$ cat src/rtl/sound_voice_sched.sv
// sound_voice_sched: shares one 8-bit sample ROM read port among VOICES
// sample voices. Once per sample tick it fetches one byte per active voice,
// mixes all voices into an unsigned 16-bit sample and strobes it out.
// Silent voices contribute the mid-scale value 8'h80.
// Build option: define SOUND_SCHED_LOOP_EN to honor the per-voice loop input.
// Without it, every voice is one-shot and loop is ignored.
module sound_voice_sched #(
    parameter int VOICES  = 4,
    parameter int ADDR_W  = 16,
    parameter int DIV     = 3000,
    parameter int ROM_LAT = 1
) (
    input  logic                     clk,
    input  logic                     reset,
    input  logic [VOICES-1:0]        trig,
    input  logic [VOICES-1:0]        stop,
    input  logic [VOICES*ADDR_W-1:0] start_addr,
    input  logic [VOICES*ADDR_W-1:0] length,
    input  logic [VOICES-1:0]        loop,
    output logic [ADDR_W-1:0]        rom_addr,
    output logic                     rom_rd,
    input  logic [7:0]               rom_data,
    output logic [VOICES-1:0]        busy,
    output logic [VOICES-1:0]        done,
    output logic [15:0]              audio,
    output logic                     audio_strobe,
    output logic [2:0]               state_dbg
);
    localparam int LV = $clog2(VOICES);
    localparam int AW = 8 + LV;
    localparam int CW = $clog2(DIV);
    localparam int WW = (ROM_LAT > 2) ? $clog2(ROM_LAT) : 1;

    typedef enum logic [2:0] {
        IDLE = 3'd0,
        SCAN = 3'd1,
        WAIT = 3'd2,
        MIX  = 3'd3,
        OUT  = 3'd4
    } state_t;

    state_t            state;
    logic [CW-1:0]     pre_cnt;
    logic              tick;
    logic [LV-1:0]     v;
    logic [AW-1:0]     acc;
    logic [WW-1:0]     wait_cnt;
    logic [ADDR_W-1:0] addr_q;
    logic [ADDR_W-1:0] base      [VOICES];
    logic [ADDR_W-1:0] len       [VOICES];
    logic [ADDR_W-1:0] pos       [VOICES];
    logic [ADDR_W-1:0] pend_base [VOICES];
    logic [ADDR_W-1:0] pend_len  [VOICES];
    logic [VOICES-1:0] pend_trig;
    logic [VOICES-1:0] pend_stop;
    logic [VOICES-1:0] loop_en;
    logic [ADDR_W-1:0] cur_addr;
    logic              last_smp;

`ifdef SOUND_SCHED_LOOP_EN
    assign loop_en = loop;
`else
    logic loop_unused;
    assign loop_en     = '0;
    assign loop_unused = ^loop;
`endif

    assign tick      = (pre_cnt == CW'(DIV - 1));
    assign cur_addr  = base[v] + pos[v];
    assign last_smp  = (({1'b0, pos[v]} + (ADDR_W+1)'(1)) >= {1'b0, len[v]});
    assign state_dbg = state;

    // ROM port: address is live while a fetch is issued, otherwise holds the last fetch address
    assign rom_rd   = (state == SCAN) && busy[v];
    assign rom_addr = rom_rd ? cur_addr : addr_q;

    // done pulses during the MIX cycle that consumes a one-shot voice's final sample
    always_comb begin
        done = '0;
        if (state == MIX && last_smp && !loop_en[v])
            done[v] = 1'b1;
    end

    // Sample-rate prescaler: tick on the last count of every DIV-cycle period
    always_ff @(posedge clk) begin
        if (reset || tick)
            pre_cnt <= '0;
        else
            pre_cnt <= pre_cnt + 1'b1;
    end

    // Capture trig/stop requests and the trig parameters until the next tick applies them
    always_ff @(posedge clk) begin
        if (reset) begin
            pend_trig <= '0;
            pend_stop <= '0;
            for (int i = 0; i < VOICES; i++) begin
                pend_base[i] <= '0;
                pend_len[i]  <= '0;
            end
        end else begin
            if (tick) begin
                pend_trig <= trig;
                pend_stop <= stop;
            end else begin
                pend_trig <= pend_trig | trig;
                pend_stop <= pend_stop | stop;
            end
            for (int i = 0; i < VOICES; i++) begin
                if (trig[i]) begin
                    pend_base[i] <= start_addr[i*ADDR_W +: ADDR_W];
                    pend_len[i]  <= length[i*ADDR_W +: ADDR_W];
                end
            end
        end
    end

    // Scan FSM: apply requests on tick, fetch and mix each voice in turn, publish the sample
    always_ff @(posedge clk) begin
        if (reset) begin
            state        <= IDLE;
            v            <= '0;
            acc          <= '0;
            wait_cnt     <= '0;
            addr_q       <= '0;
            busy         <= '0;
            audio        <= 16'h8000;
            audio_strobe <= 1'b0;
            for (int i = 0; i < VOICES; i++) begin
                base[i] <= '0;
                len[i]  <= '0;
                pos[i]  <= '0;
            end
        end else begin
            audio_strobe <= 1'b0;
            case (state)
                IDLE: begin
                    if (tick) begin
                        // stop beats trig; a zero-length trig is dropped entirely
                        for (int i = 0; i < VOICES; i++) begin
                            if (pend_stop[i]) begin
                                busy[i] <= 1'b0;
                            end else if (pend_trig[i] && pend_len[i] != '0) begin
                                busy[i] <= 1'b1;
                                pos[i]  <= '0;
                                base[i] <= pend_base[i];
                                len[i]  <= pend_len[i];
                            end
                        end
                        acc   <= '0;
                        v     <= '0;
                        state <= SCAN;
                    end
                end
                SCAN: begin
                    if (busy[v]) begin
                        addr_q <= cur_addr;
                        if (ROM_LAT > 1) begin
                            wait_cnt <= WW'(ROM_LAT - 2);
                            state    <= WAIT;
                        end else begin
                            state <= MIX;
                        end
                    end else begin
                        acc <= acc + AW'(8'h80);
                        if (v == LV'(VOICES - 1))
                            state <= OUT;
                        else
                            v <= v + 1'b1;
                    end
                end
                WAIT: begin
                    if (wait_cnt == '0)
                        state <= MIX;
                    else
                        wait_cnt <= wait_cnt - 1'b1;
                end
                MIX: begin
                    acc <= acc + AW'(rom_data);
                    if (!last_smp)
                        pos[v] <= pos[v] + 1'b1;
                    else if (loop_en[v])
                        pos[v] <= '0;
                    else
                        busy[v] <= 1'b0;
                    if (v == LV'(VOICES - 1)) begin
                        state <= OUT;
                    end else begin
                        v     <= v + 1'b1;
                        state <= SCAN;
                    end
                end
                OUT: begin
                    audio        <= 16'(acc) << (8 - LV);
                    audio_strobe <= 1'b1;
                    state        <= IDLE;
                end
                default: state <= IDLE;
            endcase
        end
    end
endmodule

$ cat config.mk
export PLATFORM = sky130hd
export DESIGN_NAME = sound_voice_sched
export DESIGN_NICKNAME = d
export VERILOG_FILES = /design/src/rtl/sound_voice_sched.sv
export SDC_FILE = /design/constraint.sdc
export NUM_CORES = 1
export LEC_CHECK = 0
export ABC_AREA = 1
export BUFFER_PORTS_ARGS = -buffer_cell sky130_fd_sc_hd__clkbuf_2
export CORE_ASPECT_RATIO = 1.25
export CORE_MARGIN = 2
export CORE_UTILIZATION = 44
export CTS_CLUSTER_DIAMETER = 120
export CTS_CLUSTER_SIZE = 14
export DETAILED_ROUTE_END_ITERATION = 6
export MAX_ROUTING_LAYER = met4
export SLEW_MARGIN = 20
export SYNTH_ARGS = -nofsm -noshare
export SYNTH_HDL_FRONTEND = slang
export SYNTH_SLANG_ARGS = --single-unit
export TNS_END_PERCENT = 50
$ cat constraint.sdc
create_clock -name clk -period 11.4 [get_ports clk]
set_input_delay 0 -clock clk [delete_from_list [all_inputs] [get_ports clk]]
set_output_delay 0 -clock clk [all_outputs]
set_load 0.03 [all_outputs]
==> key figures, run 1 <==
Status
  • Result of the run: finished clean

Placed design
  • DP Wirelength: 33,300 um
  • Final GP Congestion: approximately 0.9
  • Count of buffers from port buffering: 184
  • DP Worst Slack: about 4.9 ns

Critical path
  • Critical Path End Type: flop
  • Worst Path Max Fanout: 63
  • Cells along the critical path: buf_4 -> inv_4 -> o21ai_1 -> o22ai_4 -> ha_1 -> nand3_2 -> nor2_4 -> nand4_1 -> nor2_1 -> xor2_1 -> inv_1 -> ha_1 -> nand2_1 -> inv_1 -> nand3_1 -> nor3_1 -> a31o_2 -> a21oi_4 -> nand4_2 -> buf_4 -> o21bai_2
  • Nature of the critical path startpoint: flop
  • Classification of the worst setup path: reg -> reg
  • Slowest Stage Delay on Critical Path: around 0.9 ns
  • Slowest-stage cell, CP: o21bai_2
  • Required arrival time at the worst endpoint: about 12 ns
  • Arrival time of data at the critical path endpoint: 6.78 ns

Floorplanning
  • Total die area: approximately 44,000 sq um
  • Initial core utilization: 44.4%
  • Count of boundary I/O pins: between 150 and 200
  • Die Y: about 230 um
  • Total number of placement rows: 84
  • Die W: approximately 190 um
  • Core Area: between 40,000 and 50,000 sq um

Route
  • Number of iterations in the first detailed-routing pass: 5
  • Via count: between 10k and 15k
  • Post-route DRC: 0
  • 1st-iter DRT viols: 843
  • Via density per instance: 4.89
  • Antenna Violating Nets Remaining: 0
  • Final routed wirelength across all metal layers: a little under 50,000 um
  • WL/cell: roughly 17 um

STA
  • Slew at the pin closest to its max-slew limit: 1.10 ns
  • RSZ-0062 raised after global routing: no
  • Worst slack on hold paths: about 0.031 ns
  • Clock period minus final worst setup slack: 6.58 ns
  • Number of endpoints with negative hold slack in the final report: 0
  • Clock Skews: approximately 0.011 ns
  • Fraction of the cycle the final worst path needs: 57.7%
  • Final Worst Setup Slack: slightly below 5 ns
  • Maximum clock frequency: 152 MHz
  • Setup Viol. Count Final: 0
  • Relative slew slack: about a quarter
  • Count of pins over their slew limit: 0
  • Post-route setup TNS: 0 ns

GRT
  • First-pass GRT wire length: ~74,000 um
  • Antenna violations before repair: 0
  • Total overflow reported by the global router: 0
  • Via count of the first global-routing pass: between 10k and 15k
  • Pin count of the biggest net entering global routing: just under 80
  • All-layer global routing usage: between 20 and 25%

Clock tree
  • Post-CTS Hold Buffers: 141
  • Level count of the clock H-tree: 1
  • Clock buffers created by TritonCTS: 31
  • Clock sinks: about 390
  • Clock tree from TritonCTS: built
  • Number of buffers inserted to repair setup after CTS: 0
  • Worst-path clk slew: around 0.07 ns
  • Later-pin clock latency in the skew report: ~0.58 ns
  • CTS max path bufs: 3
  • Clk Tree Root Cell: clkbuf_16
  • Post-cts gate resize count: 0

Synth
  • Syn_area_per_cell: around 9.3 sq um
  • Cell Area, Synth: approximately 19,000 sq um
  • Number of distinct library cell variants in the gate-level netlist after synthesis: 53
  • Portion of the post-synthesis area used by sequential elements: between 50% and 60%
  • Top FF cell, synth: edfxtp_1
  • Share of synthesized registers carrying an async set or reset: 0%
  • Cells after synthesis: ~2k
  • Synth warn: 0
  • Number of enable-type register cells in the synthesized netlist: 320
  • Flop and latch count out of synthesis: 388

Flow run
  • Max Cap Viol: 0

Layout
  • Most frequent cells in the layout: nor2_1 (390), inv_1 (384), edfxtp_1 (320)
  • Growth of design area from synthesis to finish: 19.5%
  • Ratio of cells with drive above 1 in the final layout: between 10% and 20%
  • Most common library cell in the layout ignoring fill and taps: nor2_1
  • Number of inserted diodes: 0
  • Final layout net count: 2,481

Min path
  • Worst hold-check path type: in -> reg

Pwr
  • Worst vdd rail ir drop: roughly 0.13 mV
  • Power per standard cell area: roughly 140 nW/um^2
  • Total power of the final layout: between 3 and 4 mW
  • Total leakage power: just under 10 nW
[metal layers]
layer | vias to the layer above | share of wire, % | track usage, %
met2 | 365 | 53 | 42.3
met3 | 93 | 4.2 | 1.92
met4 | 0 | 3.4 | 7.73
met1 | 6547 | 39 | 25.2
met5 | - | 0 | -
li1 | 7016 | - | -
[worst max-delay path: cells and delay by family, from the launching register on]
family | cells | cell delay, ns
XOR/XNOR | 1 | 0.37
AO/OA/AOI/OAI | 5 | 1.81
AND/OR/NAND/NOR | 8 | 1.46
flip-flops | 1 | 0.30
adder cells (fa/ha/maj) | 2 | 0.61
buffers and inverters | 5 | 1.56
[flip-flops by register name, indices dropped and copies added (netlist names), 10 cells and up, named ones only]
| register | cells |
|---|---|
| base | 64 |
| audio | 10 |
| acc | 10 |
| pend_len | 64 |
| pos | 64 |
| len | 64 |
| pend_base | 64 |
| pre_cnt | 12 |
| addr_q | 16 |
[path summary, 6_finish.rpt]
check              start          to  slack [ns]  cells past startpoint
max                 flop   pos[2][9]        4.82                     21
min          rom_data[3]      acc[3]        0.03                      6
max reg2reg         flop   pos[2][9]        4.82                     21
min reg2reg   pre_cnt[0]  pre_cnt[0]        0.45                      1
[cells by family after synthesis]
group / share of synthesized area [%]
flip-flops: 59.1
other: 0.0202
buffers and inverters: 10.3
XOR/XNOR: 1.18
AND/OR/NAND/NOR: 19.3
AO/OA/AOI/OAI: 7.14
adder cells (fa/ha/maj): 3.05
[synthesized netlist by cell type (all sizes together) (2+ instances only)]
cell,instances,area (sq um)
a31oi,6,37.5
inv,388,1460
a32oi,2,17.5
o22ai,17,120
xor2,20,175
or2,21,131
o21ai,90,454
o2111ai,2,17.5
xnor2,5,43.8
nor2,395,1500
a21oi,72,372
nand4,24,156
nand2,254,961
clkbuf,60,225
dfxtp,68,1360
a22oi,3,22.5
fa,2,40.0
nand3,52,265
nor4,10,62.6
and3,2,12.5
edfxtp,320,9610
o211ai,4,30.0
nor3,80,480
ha,42,526
buf,30,218
o21bai,4,30.0
a31o,2,17.5
a32o,15,150
[power by group]
group	internal [mW]	switching [mW]
Combinational	0.153	0.270
Clock	0.521	0.487
Sequential	1.61	0.0326
[cell type report]
| type | count | area (sq um) |
|---|---|---|
| Clock buffer | 55 | 887 |
| Fill cell | 3880 | 19600 |
| Inverter | 389 | 1460 |
| Multi-Input combinational cell | 1138 | 5740 |
| Sequential cell | 388 | 11000 |
| Tap cell | 559 | 699 |
| Timing Repair Buffer | 339 | 2440 |
[metrics by stage]
step | instances | utilization, % | area, sq um
final | 2868 | 53.1 | 22200
after global routing | 2868 | 53.1 | 22200
after CTS | 2868 | 53.0 | 22200
after detailed placement | 2672 | 47.6 | 19900
after global placement | 2672 | 47.5 | 19900
after floorplan | 2005 | - | 18600
(Power assumes the default switching activity.)
==> run 2: changes to the inputs <==
==> constraint.sdc (replaced) <==
create_clock -name clk -period 6.4 [get_ports clk]
set_input_delay 0 -clock clk [delete_from_list [all_inputs] [get_ports clk]]
set_output_delay 0 -clock clk [all_outputs]
set_load 0.03 [all_outputs]
==> run 2 against run 1 <==
Maximum frequency grew 28%. Total power rose by 79%. Combinational power rose by 82%. Non-clock buffer count increased by 11. Clock power is 80% higher. Hold slack gained 0.0031 ns. Final area increased by 0.34%. Wire length up 1.7%. Critical path depth unchanged. Register-to-register slack got worse by 3.6 ns. Clock-buffer cell count grew 1. Largest power group unchanged.
==> key figures, run 2 (synthesis results as in run 1) <==
Clock tree
  • Clock sinks: 388
  • Level count of the clock H-tree: 1
  • Clock tree from TritonCTS: built
  • Number of buffers inserted to repair setup after CTS: 0
  • Clock buffers created by TritonCTS: 31
  • CTS max path bufs: 3
  • Later-pin clock latency in the skew report: 0.60 ns
  • Clk Tree Root Cell: clkbuf_16
  • Worst-path clk slew: ~0.07 ns

Route
  • Via density per instance: a little under 5
  • Via count: between 10k and 15k
  • Final routed wirelength across all metal layers: between 40,000 and 50,000 um
  • WL/cell: 17.0 um
  • Number of iterations in the first detailed-routing pass: 5
  • 1st-iter DRT viols: approximately 770
  • Antenna Violating Nets Remaining: 0
  • Post-route DRC: 0

Placed design
  • DP Wirelength: between 30,000 and 40,000 um
  • Number of placed instances, taps included: around 2.7k
  • Final GP Congestion: 0.951
  • Count of buffers from port buffering: ~180

STA
  • Setup Viol. Count Final: 0
  • Maximum clock frequency: just under 200 MHz
  • RSZ-0062 raised after global routing: no
  • Clock Skews: 0.0270 ns
  • Number of endpoints with negative hold slack in the final report: 0
  • Post-route setup TNS: 0 ns
  • Count of pins over their slew limit: 0
  • Slew at the pin closest to its max-slew limit: 1.05 ns
  • Clock period minus final worst setup slack: roughly 5.1 ns
  • Fraction of the cycle the final worst path needs: between 80 and 90%
  • Relative slew slack: 29.8%

Critical path
  • Critical Path End Type: flop
  • Worst Path Max Fanout: between 40 and 50
  • Arrival time of data at the critical path endpoint: 5.39 ns
  • Nature of the critical path startpoint: flop
  • Required arrival time at the worst endpoint: 6.66 ns
  • Classification of the worst setup path: reg -> reg

Floorplanning
  • Count of boundary I/O pins: about 200
  • Total die area: between 40,000 and 50,000 sq um
  • Die W: roughly 190 um
  • Die Y: 234 um
  • Core Area: ~42,000 sq um
  • Initial core utilization: roughly 44%
  • Total number of placement rows: 84

Layout
  • Most frequent cells in the layout: nor2_1 (390), inv_1 (384), edfxtp_1 (320)
  • Most common library cell in the layout ignoring fill and taps: nor2_1
  • Area taken by multi-input logic gates: between 5000 and 6000 sq um
  • Sequential Area: 11,000 sq um
  • Fill count: between 3k and 4k
  • Post-route core utilization: 53.2%
  • Ratio of cells with drive above 1 in the final layout: between 10% and 20%
  • Number of inserted diodes: 0
  • Number of non-filler instances in the completed layout: slightly below 3k
  • Growth of design area from synthesis to finish: 20.0%
  • Final layout net count: roughly 2.5k

GRT
  • Total overflow reported by the global router: 0
  • Via count of the first global-routing pass: about 14k
  • Antenna violations before repair: 0
  • All-layer global routing usage: 23.0%
  • Pin count of the biggest net entering global routing: between 50 and 60
  • First-pass GRT wire length: between 70,000 and 80,000 um

Flow run
  • Max Cap Viol: 0

Min path
  • Worst hold-check path type: in -> reg

Pwr
  • Worst vdd rail ir drop: about 0.26 mV
  • Total leakage power: 9.85 nW
  • Power per standard cell area: 247 nW/um^2

Status
  • Result of the run: finished clean
[run 2: changes by cell type in the layout (fill, tap and decap cells not counted)]
cell / delta
buf_4: +11
o21bai_1: +4
o21bai_2: -4
clkbuf_1: +1
clkinv_2: -1
inv_2: +1
inv_6: +1
nand2_1: +1
nand2_2: -1
[run 2: worst max-delay path, stage by stage, from the launching register on]
cell and delay, ns:
dfxtp_2 0.45, buf_4 0.41, buf_4 0.50, nand2_1 0.10
nand3_1 0.12, nand2_2 0.10, nor2_1 0.22, nand4_1 0.14
nor2_1 0.14, xor2_1 0.38, inv_1 0.10, ha_1 0.32
nand2_1 0.07, inv_1 0.05, nand3_1 0.06, nor3_1 0.05
a31o_2 0.23, a21oi_4 0.14, nand4_2 0.36, buf_4 0.37
o21bai_1 0.15, buf_4 0.30
[run 2: worst paths after layout]
path / start / end / slack [ns] / cells past startpoint
max: flop / pos[2][9] / 1.27 / 21
min: rom_data[3] / acc[3] / 0.03 / 6
min reg2reg: pend_trig[3] / pend_trig[3] / 0.45 / 2
max reg2reg: flop / pos[2][9] / 1.27 / 21
[run 2: per-layer routing]
| metal | up-vias | share of wire [%] | GRT usage, % |
|---|---|---|---|
| met1 | 6659 | 39 | 25.8 |
| met5 | - | 0 | - |
| met4 | 0 | 3.3 | 7.73 |
| li1 | 7040 | - | - |
| met3 | 84 | 3.9 | 2.06 |
| met2 | 347 | 54 | 43.0 |
[run 2: repair_timing]
action,CTS,global route
resized for setup,0,0
hold buffers,141,0
hold endpoints to repair,161,0
[run 2: area by class of cell]
type,instances,share of cell area [%]
Sequential cell,388,49.3
Clock inverter,1,0.0393
Inverter,389,6.57
Clock buffer,56,4.00
Timing Repair Buffer,350,11.3
Multi-Input combinational cell,1138,25.7
Tap cell,559,3.14
[run 2: per-stage QoR]
| stage | setup WS (ns) | total power [mW] | hold WS, ns | area (sq um) |
|---|---|---|---|---|
| 2_1_floorplan | 1.98 | 3.43 | 0.113 | 18600 |
| 3_3_place_gp | 1.38 | 3.66 | 0.238 | 20000 |
| 3_5_place_dp | 1.30 | 3.67 | 0.236 | 20000 |
| 4_1_cts | 1.26 | 5.53 | 0.0183 | 22300 |
| 5_1_grt | 0.849 | 5.72 | 0.0743 | 22300 |
| 6_report | 1.27 | 5.51 | 0.0342 | 22300 |
[run 2: where the power goes]
group / leakage, nW / internal (mW) / switching [mW]
combinational: 5.62 / 0.277 / 0.492
sequential: 3.80 / 2.86 / 0.0548
clock: 0.427 / 0.935 / 0.885
